$ cat config.mk
export PLATFORM = sky130hd
export DESIGN_NAME = multicycle_control_unit
export DESIGN_NICKNAME = d
export VERILOG_FILES = /design/src/rtl/ctrl_pkg.sv /design/src/rtl/ctrl_opcode_decode.sv /design/src/rtl/multicycle_control_unit.sv
export SDC_FILE = /design/constraint.sdc
export NUM_CORES = 1
export LEC_CHECK = 0
export CORE_MARGIN = 4
export CORE_UTILIZATION = 40
export CTS_CLUSTER_DIAMETER = 200
export CTS_CLUSTER_SIZE = 28
export DETAILED_ROUTE_END_ITERATION = 10
export HOLD_SLACK_MARGIN = 0.1
export PLACE_DENSITY = 0.7
export SYNTH_ARGS = -nofsm -noshare
export SYNTH_HDL_FRONTEND = slang
export SYNTH_SLANG_ARGS = --single-unit
$ cat constraint.sdc
create_clock -name clk -period 3.56 [get_ports clk]
set_clock_uncertainty 0.15 [all_clocks]
set_input_delay 0.712 -clock clk [delete_from_list [all_inputs] [get_ports clk]]
set_output_delay 0.712 -clock clk [all_outputs]
set_load 0.005 [all_outputs]
$ cat src/rtl/ctrl_pkg.sv
// Shared types and constants for the multi-cycle control unit.
//   state_t : FSM states, sequenced FETCH -> DECODE -> EXEC -> (MEM) -> (WB) -> FETCH,
//             plus ERROR, which is terminal until reset.
//   class_t : instruction class, latched at the fetch handshake.
//   OP_*    : RV32-style major opcodes recognised by the decoder.
//   ALUOP_* : ALU operation classes driven on alu_op.
package ctrl_pkg;

  typedef enum logic [2:0] {
    FETCH  = 3'd0,
    DECODE = 3'd1,
    EXEC   = 3'd2,
    MEM    = 3'd3,
    WB     = 3'd4,
    ERROR  = 3'd5
  } state_t;

  typedef enum logic [2:0] {
    C_R   = 3'd0,
    C_I   = 3'd1,
    C_LD  = 3'd2,
    C_ST  = 3'd3,
    C_BR  = 3'd4,
    C_BAD = 3'd5
  } class_t;

  localparam logic [6:0] OP_R  = 7'b0110011;
  localparam logic [6:0] OP_I  = 7'b0010011;
  localparam logic [6:0] OP_LD = 7'b0000011;
  localparam logic [6:0] OP_ST = 7'b0100011;
  localparam logic [6:0] OP_BR = 7'b1100011;

  localparam logic [1:0] ALUOP_ADD   = 2'b00;
  localparam logic [1:0] ALUOP_SUB   = 2'b01;
  localparam logic [1:0] ALUOP_FUNCT = 2'b10;

endpackage

$ cat src/rtl/ctrl_opcode_decode.sv
// Combinational opcode classifier.
//   opcode   : in  OPCODE_W  major opcode of the fetched instruction
//   op_class : out class_t   instruction class; C_BAD for anything unrecognised
module ctrl_opcode_decode
  import ctrl_pkg::*;
#(
  parameter int OPCODE_W = 7
) (
  input  logic [OPCODE_W-1:0] opcode,
  output class_t              op_class
);

  always_comb begin
    op_class = C_BAD;
    if      (opcode == OPCODE_W'(OP_R))  op_class = C_R;
    else if (opcode == OPCODE_W'(OP_I))  op_class = C_I;
    else if (opcode == OPCODE_W'(OP_LD)) op_class = C_LD;
    else if (opcode == OPCODE_W'(OP_ST)) op_class = C_ST;
    else if (opcode == OPCODE_W'(OP_BR)) op_class = C_BR;
  end

endmodule

$ cat src/rtl/multicycle_control_unit.sv
// Multi-cycle control unit: sequences each instruction through FETCH/DECODE/EXEC/MEM/WB,
// handshakes with instruction and data memory, and drives the datapath strobes.
//   clk, rst          : clock; synchronous active-high reset
//   imem_req/_ready   : instruction fetch handshake; opcode is sampled with imem_ready
//   opcode            : opcode of the fetched instruction
//   dmem_ready        : data access complete
//   ir_write/pc_write : IR load and PC update strobes
//   branch, mem_read, mem_write, mem_to_reg, alu_op, alu_src, reg_write : datapath controls
//   illegal_op/timeout: sticky error flags, cleared only by rst
//   dbg_state         : current FSM state (state_t encoding) for observation
//
// Handshake: a request (imem_req in FETCH, mem_read/mem_write in MEM) stays asserted every
// cycle until the matching ready is sampled high on a rising edge; that edge completes the
// transfer and the request drops in the next state. Ready while no request is pending is ignored.
module multicycle_control_unit
  import ctrl_pkg::*;
#(
  parameter int OPCODE_W    = 7,
  parameter int ALUOP_W     = 2,
  parameter int TIMEOUT_CYC = 16
) (
  input  logic               clk,
  input  logic               rst,
  output logic               imem_req,
  input  logic               imem_ready,
  input  logic [OPCODE_W-1:0] opcode,
  input  logic               dmem_ready,
  output logic               ir_write,
  output logic               pc_write,
  output logic               branch,
  output logic               mem_read,
  output logic               mem_write,
  output logic               mem_to_reg,
  output logic [ALUOP_W-1:0] alu_op,
  output logic               alu_src,
  output logic               reg_write,
  output logic               illegal_op,
  output logic               timeout,
  output logic [2:0]         dbg_state
);

  // A zero limit disables the timeout; keep the counter one bit wide so it still elaborates.
  localparam int               CNT_W     = (TIMEOUT_CYC > 0) ? $clog2(TIMEOUT_CYC + 1) : 1;
  localparam bit               TO_EN     = (TIMEOUT_CYC > 0);
  localparam logic [CNT_W-1:0] CNT_LIMIT = CNT_W'(TIMEOUT_CYC);

  state_t           state_q, state_d;
  class_t           class_q, class_d;
  class_t           dec_class;
  logic [CNT_W-1:0] cnt_q, cnt_d, cnt_inc;
  logic             illegal_q, illegal_d;
  logic             timeout_q, timeout_d;
  logic             in_wait;
  logic             wait_ready;
  logic             limit_hit;

  ctrl_opcode_decode #(.OPCODE_W(OPCODE_W)) u_decode (
    .opcode   (opcode),
    .op_class (dec_class)
  );

  // Next-state, class latch, sticky flags and wait counter.
  always_comb begin
    state_d    = state_q;
    class_d    = class_q;
    illegal_d  = illegal_q;
    timeout_d  = timeout_q;
    in_wait    = 1'b0;
    wait_ready = 1'b0;
    cnt_inc    = cnt_q + 1'b1;

    case (state_q)
      FETCH: begin
        in_wait    = 1'b1;
        wait_ready = imem_ready;
        if (imem_ready) begin
          class_d = dec_class;
          state_d = DECODE;
        end
      end
      DECODE: begin
        if (class_q == C_BAD) begin
          state_d   = ERROR;
          illegal_d = 1'b1;
        end else begin
          state_d = EXEC;
        end
      end
      EXEC: begin
        case (class_q)
          C_LD, C_ST: state_d = MEM;
          C_BR:       state_d = FETCH;
          default:    state_d = WB;
        endcase
      end
      MEM: begin
        in_wait    = 1'b1;
        wait_ready = dmem_ready;
        if (dmem_ready) state_d = (class_q == C_LD) ? WB : FETCH;
      end
      WB:      state_d = FETCH;
      ERROR:   state_d = ERROR;
      default: state_d = ERROR;
    endcase

    // The limit only fires when ready is still low, so a ready on the last allowed cycle wins.
    limit_hit = TO_EN && in_wait && !wait_ready && (cnt_inc == CNT_LIMIT);
    if (limit_hit) begin
      state_d   = ERROR;
      timeout_d = 1'b1;
    end

    if (state_d != state_q)                  cnt_d = '0;
    else if (TO_EN && in_wait && !wait_ready) cnt_d = cnt_inc;
    else                                     cnt_d = cnt_q;
  end

  always_ff @(posedge clk) begin
    if (rst) begin
      state_q   <= FETCH;
      class_q   <= C_R;
      cnt_q     <= '0;
      illegal_q <= 1'b0;
      timeout_q <= 1'b0;
    end else begin
      state_q   <= state_d;
      class_q   <= class_d;
      cnt_q     <= cnt_d;
      illegal_q <= illegal_d;
      timeout_q <= timeout_d;
    end
  end

  // Moore decode of the registered state and class. The only input-dependent outputs are
  // ir_write/pc_write, which follow imem_ready during FETCH.
  always_comb begin
    imem_req   = 1'b0;
    ir_write   = 1'b0;
    pc_write   = 1'b0;
    branch     = 1'b0;
    mem_read   = 1'b0;
    mem_write  = 1'b0;
    mem_to_reg = 1'b0;
    alu_op     = ALUOP_W'(ALUOP_ADD);
    alu_src    = 1'b0;
    reg_write  = 1'b0;

    case (state_q)
      FETCH: begin
        imem_req = 1'b1;
        ir_write = imem_ready;
        pc_write = imem_ready;
      end
      EXEC: begin
        case (class_q)
          C_R: alu_op = ALUOP_W'(ALUOP_FUNCT);
          C_I: begin
            alu_op  = ALUOP_W'(ALUOP_FUNCT);
            alu_src = 1'b1;
          end
          C_LD, C_ST: begin
            alu_op  = ALUOP_W'(ALUOP_ADD);
            alu_src = 1'b1;
          end
          C_BR: begin
            alu_op   = ALUOP_W'(ALUOP_SUB);
            branch   = 1'b1;
            pc_write = 1'b1;
          end
          default: ;
        endcase
      end
      MEM: begin
        mem_read  = (class_q == C_LD);
        mem_write = (class_q == C_ST);
      end
      WB: begin
        reg_write  = 1'b1;
        mem_to_reg = (class_q == C_LD);
      end
      default: ;
    endcase
  end

  assign illegal_op = illegal_q;
  assign timeout    = timeout_q;
  assign dbg_state  = state_q;

endmodule

==> run summary <==
status: finished clean
maximum number of buffers from clock root to sink: 2
number of setup buffers added after CTS: 0
TritonCTS clock tree: built
Final Power: 0.346 mW
max-slew headroom at the worst pin: 61.3%
category of the worst setup path capture point: output pin
fraction of the mapped netlist area in simple logic gates: 32.0%
library cell appearing most often on the critical path: sky130_fd_sc_hd__clkdlybuf4s50_1
maximum single-stage delay on the critical path: 540 ps
maximum clock frequency: 305 MHz
number of primary I/O pins: 27
final period demand of the worst path: 3280 ps
count of final hold-check violations: 0
layout cell share with drive strength beyond 1: 7.20%
filler-free cell count of the finished design: 152
number of distinct standard cells referenced by the synthesized netlist: 47
top cell family by delay on the critical path: buffers and inverters
critical path peak fanout: 6
Sum Neg Setup Slack: 0 ps
number of max-cap violations: 0
classification of the worst setup path: in2out
P&R area growth vs syn: 29.5%
number of pins exceeding their max-slew limit in the final report: 0
path length in cells of the critical path: 5
number of global-route vias before repair: 680
antenna violation net count after detailed routing: 0
starting DRC count in detailed routing: 11
cell-by-cell listing of the critical path: clkdlybuf4s50_1 -> or4b_4 -> inv_2 -> or2_1 -> clkdlybuf4s50_1
Max stage delay cell, worst path: sky130_fd_sc_hd__or4b_4
layout filler cell count: 182
Max H-tree Level: 1
number of instances in the placed design: 148
via count: 835
wire length per cell: 13.0 um
final antenna diode count: 0
Port Buf Inserts: 26
portion of the post-synthesis area used by sequential elements: 29.3%
number of antenna violations at the first check in global routing: 0
final layout net count: 139
maximum number of pins on one net before global-route repair: 19
FFs w/ async S/R, synth: 0%
Vias per Instance: 5.49
area of the mapped netlist: 887 um2
die boundary height: 55.1 um
total buffers and inverters traversed by the critical path: 3
library cell with the highest instance count after synthesis: sky130_fd_sc_hd__dfxtp_1
Yosys top cell area share: 29.3%
critical path launch point type: input port
Die ar.: 3040 um2
RSZ-0062 raised after global routing: false
total power per unit cell area: 301 nW/um2
final number of setup-violating endpoints: 0
area fraction in compound gates after synthesis: 20.0%
overall overflow remaining after global route: 0
number of DRC violations after detailed routing: 0
EDFF count, synth: 0
average footprint of a synthesized cell: 8.45 um2
Clock Sink Count: 13
final HPWL from detailed placement: 1520 um
TritonCTS Buffers: 3
Site Rows: 16
flip-flop cell with the highest count after synthesis: sky130_fd_sc_hd__dfxtp_1
Synth area leader: sky130_fd_sc_hd__dfxtp_1
drt first pass iters: 4
clock transition time at the flip-flop clock pins of the worst setup and hold paths: 80 ps
overall routed net length: 1970 um
post-layout utilization of the core: 56.3%
total of hold buffers inserted after clock tree synthesis: 0
synthesized-area fraction occupied by adder cells: 2.82%
number of instances in the synthesized netlist: 105
clock latency at the later pin of the worst-skew pair: 270 ps
Die Wd: 55.1 um
actual transition at the worst max-transition pin: 579 ps
root buffer cell: sky130_fd_sc_hd__clkbuf_4
peak supply drop: 0.000235 V
number of gates given a new drive strength after cts: 0
required time at the worst-slack endpoint: 2700 ps
Reg2Reg Depth: 4
post-synthesis mux area share: 1.13%
top cells by instance count after synthesis: sky130_fd_sc_hd__dfxtp_1 (13), sky130_fd_sc_hd__nor2_1 (9), sky130_fd_sc_hd__nor3_1 (8), sky130_fd_sc_hd__a21oi_1 (4), sky130_fd_sc_hd__inv_1 (4)
Worst Path Arrival: 2420 ps
global router's overall resource usage: 14.4%
number of warning messages in the yosys log: 0
number of storage elements in the synthesis netlist: 13
hold slack final: 308 ps
portion of the clock cycle consumed by the worst path in the final layout: 92.1%
placer congestion estimate: 0.762
worst hold path stage count: 2
core area: 2040 um2
largest family of logic cells by synthesized area: simple AND/OR/NAND/NOR gates
ranking of synthesized cells by area: sky130_fd_sc_hd__dfxtp_1 (29%), sky130_fd_sc_hd__nor3_1 (4.5%), sky130_fd_sc_hd__nor2_1 (3.8%)
Post-Synthesis Net Count: 118
class of the tightest hold or removal check: reg2reg
initial cell density of the core: 43.4%
wire length of the first global-routing pass: 3190 um
minimum setup slack among reg-to-reg paths: 1570 ps
leakage power: 0.410 nW
Post-Synth XOR/XNOR Area: 5.92%
==> through the flow <==
step,worst slack [ps],instance area (um2)
floorplan,1260,887
global placement,276,1120
detailed placement,267,1120
CTS,263,1150
global route,223,1150
finish,280,1150
==> registers in the layout, indices dropped and copies added (netlist names) <==
signal and cells:
cnt_q 5, class_q 3, dbg_state 3, illegal_op 1, timeout 1
==> cell usage in the layout, fill, tap and decap left out, types with 2 or more instances in the layout <==
master,n
sky130_fd_sc_hd__ha_1,2
sky130_fd_sc_hd__o21ai_0,3
sky130_fd_sc_hd__nor4_1,2
sky130_fd_sc_hd__nand2b_1,2
sky130_fd_sc_hd__nor3_1,8
sky130_fd_sc_hd__dfxtp_1,13
sky130_fd_sc_hd__a21o_1,2
sky130_fd_sc_hd__xor2_1,3
sky130_fd_sc_hd__a21oi_1,4
sky130_fd_sc_hd__nor2b_1,3
sky130_fd_sc_hd__clkbuf_4,3
sky130_fd_sc_hd__a221oi_1,2
sky130_fd_sc_hd__clkdlybuf4s50_1,26
sky130_fd_sc_hd__xnor2_1,3
sky130_fd_sc_hd__or2_1,2
sky130_fd_sc_hd__nor2_1,9
sky130_fd_sc_hd__o2111ai_1,2
sky130_fd_sc_hd__inv_1,4
sky130_fd_sc_hd__a211oi_1,2
sky130_fd_sc_hd__nor3b_1,3
sky130_fd_sc_hd__nand3b_1,2
sky130_fd_sc_hd__nand2_1,3
==> power by group <==
part           switching, mW  internal [mW]
registers             0.0176          0.152
logic                 0.0347         0.0480
clock network         0.0501         0.0433
==> path summary, 6_finish.rpt <==
check	from	endpoint
worst min register to register	timeout	timeout
worst max register to register	dbg_state[0]	dbg_state[0]
worst min-delay path	timeout	timeout
worst max-delay path	imem_ready	pc_write
==> logic make-up (layout without fill, tap and decap cells) <==
logic type | Yosys count | after routing
buffers and inverters | 15 | 35
muxes | 1 | 1
adders and majority gates | 2 | 2
DFF | 13 | 13
AOI/OAI and AO/OA | 24 | 24
and+or+nand+nor | 44 | 44
xor gates and xnor gates | 6 | 6
==> layout make-up <==
class                      count  area, um2  share of cell area [%]
clock buffer                   4       26.3                    2.29
inverter                       5       18.8                    1.63
multi-input combinational     77        549                    47.8
sequential                    13        260                    22.7
tap                           27       33.8                    2.94
timing repair buffer          26        260                    22.7
==> tightest hold or removal path, stage by stage (launching register included) <==
cell	delay, ps
sky130_fd_sc_hd__dfxtp_1	320
sky130_fd_sc_hd__inv_1	50
sky130_fd_sc_hd__a21oi_1	50
==> per-layer routing <==
| layer | GRT usage [%] | wire, um | share of wire [%] |
|---|---|---|---|
| met5 | 0 | 0 | 0 |
| met4 | 3.64 | 16 | 0.81 |
| met3 | 3.49 | 143 | 7.3 |
| met2 | 20.9 | 831 | 42 |
| met1 | 21.1 | 980 | 50 |
No activity file was read; power rests on OpenSTA's default activity.
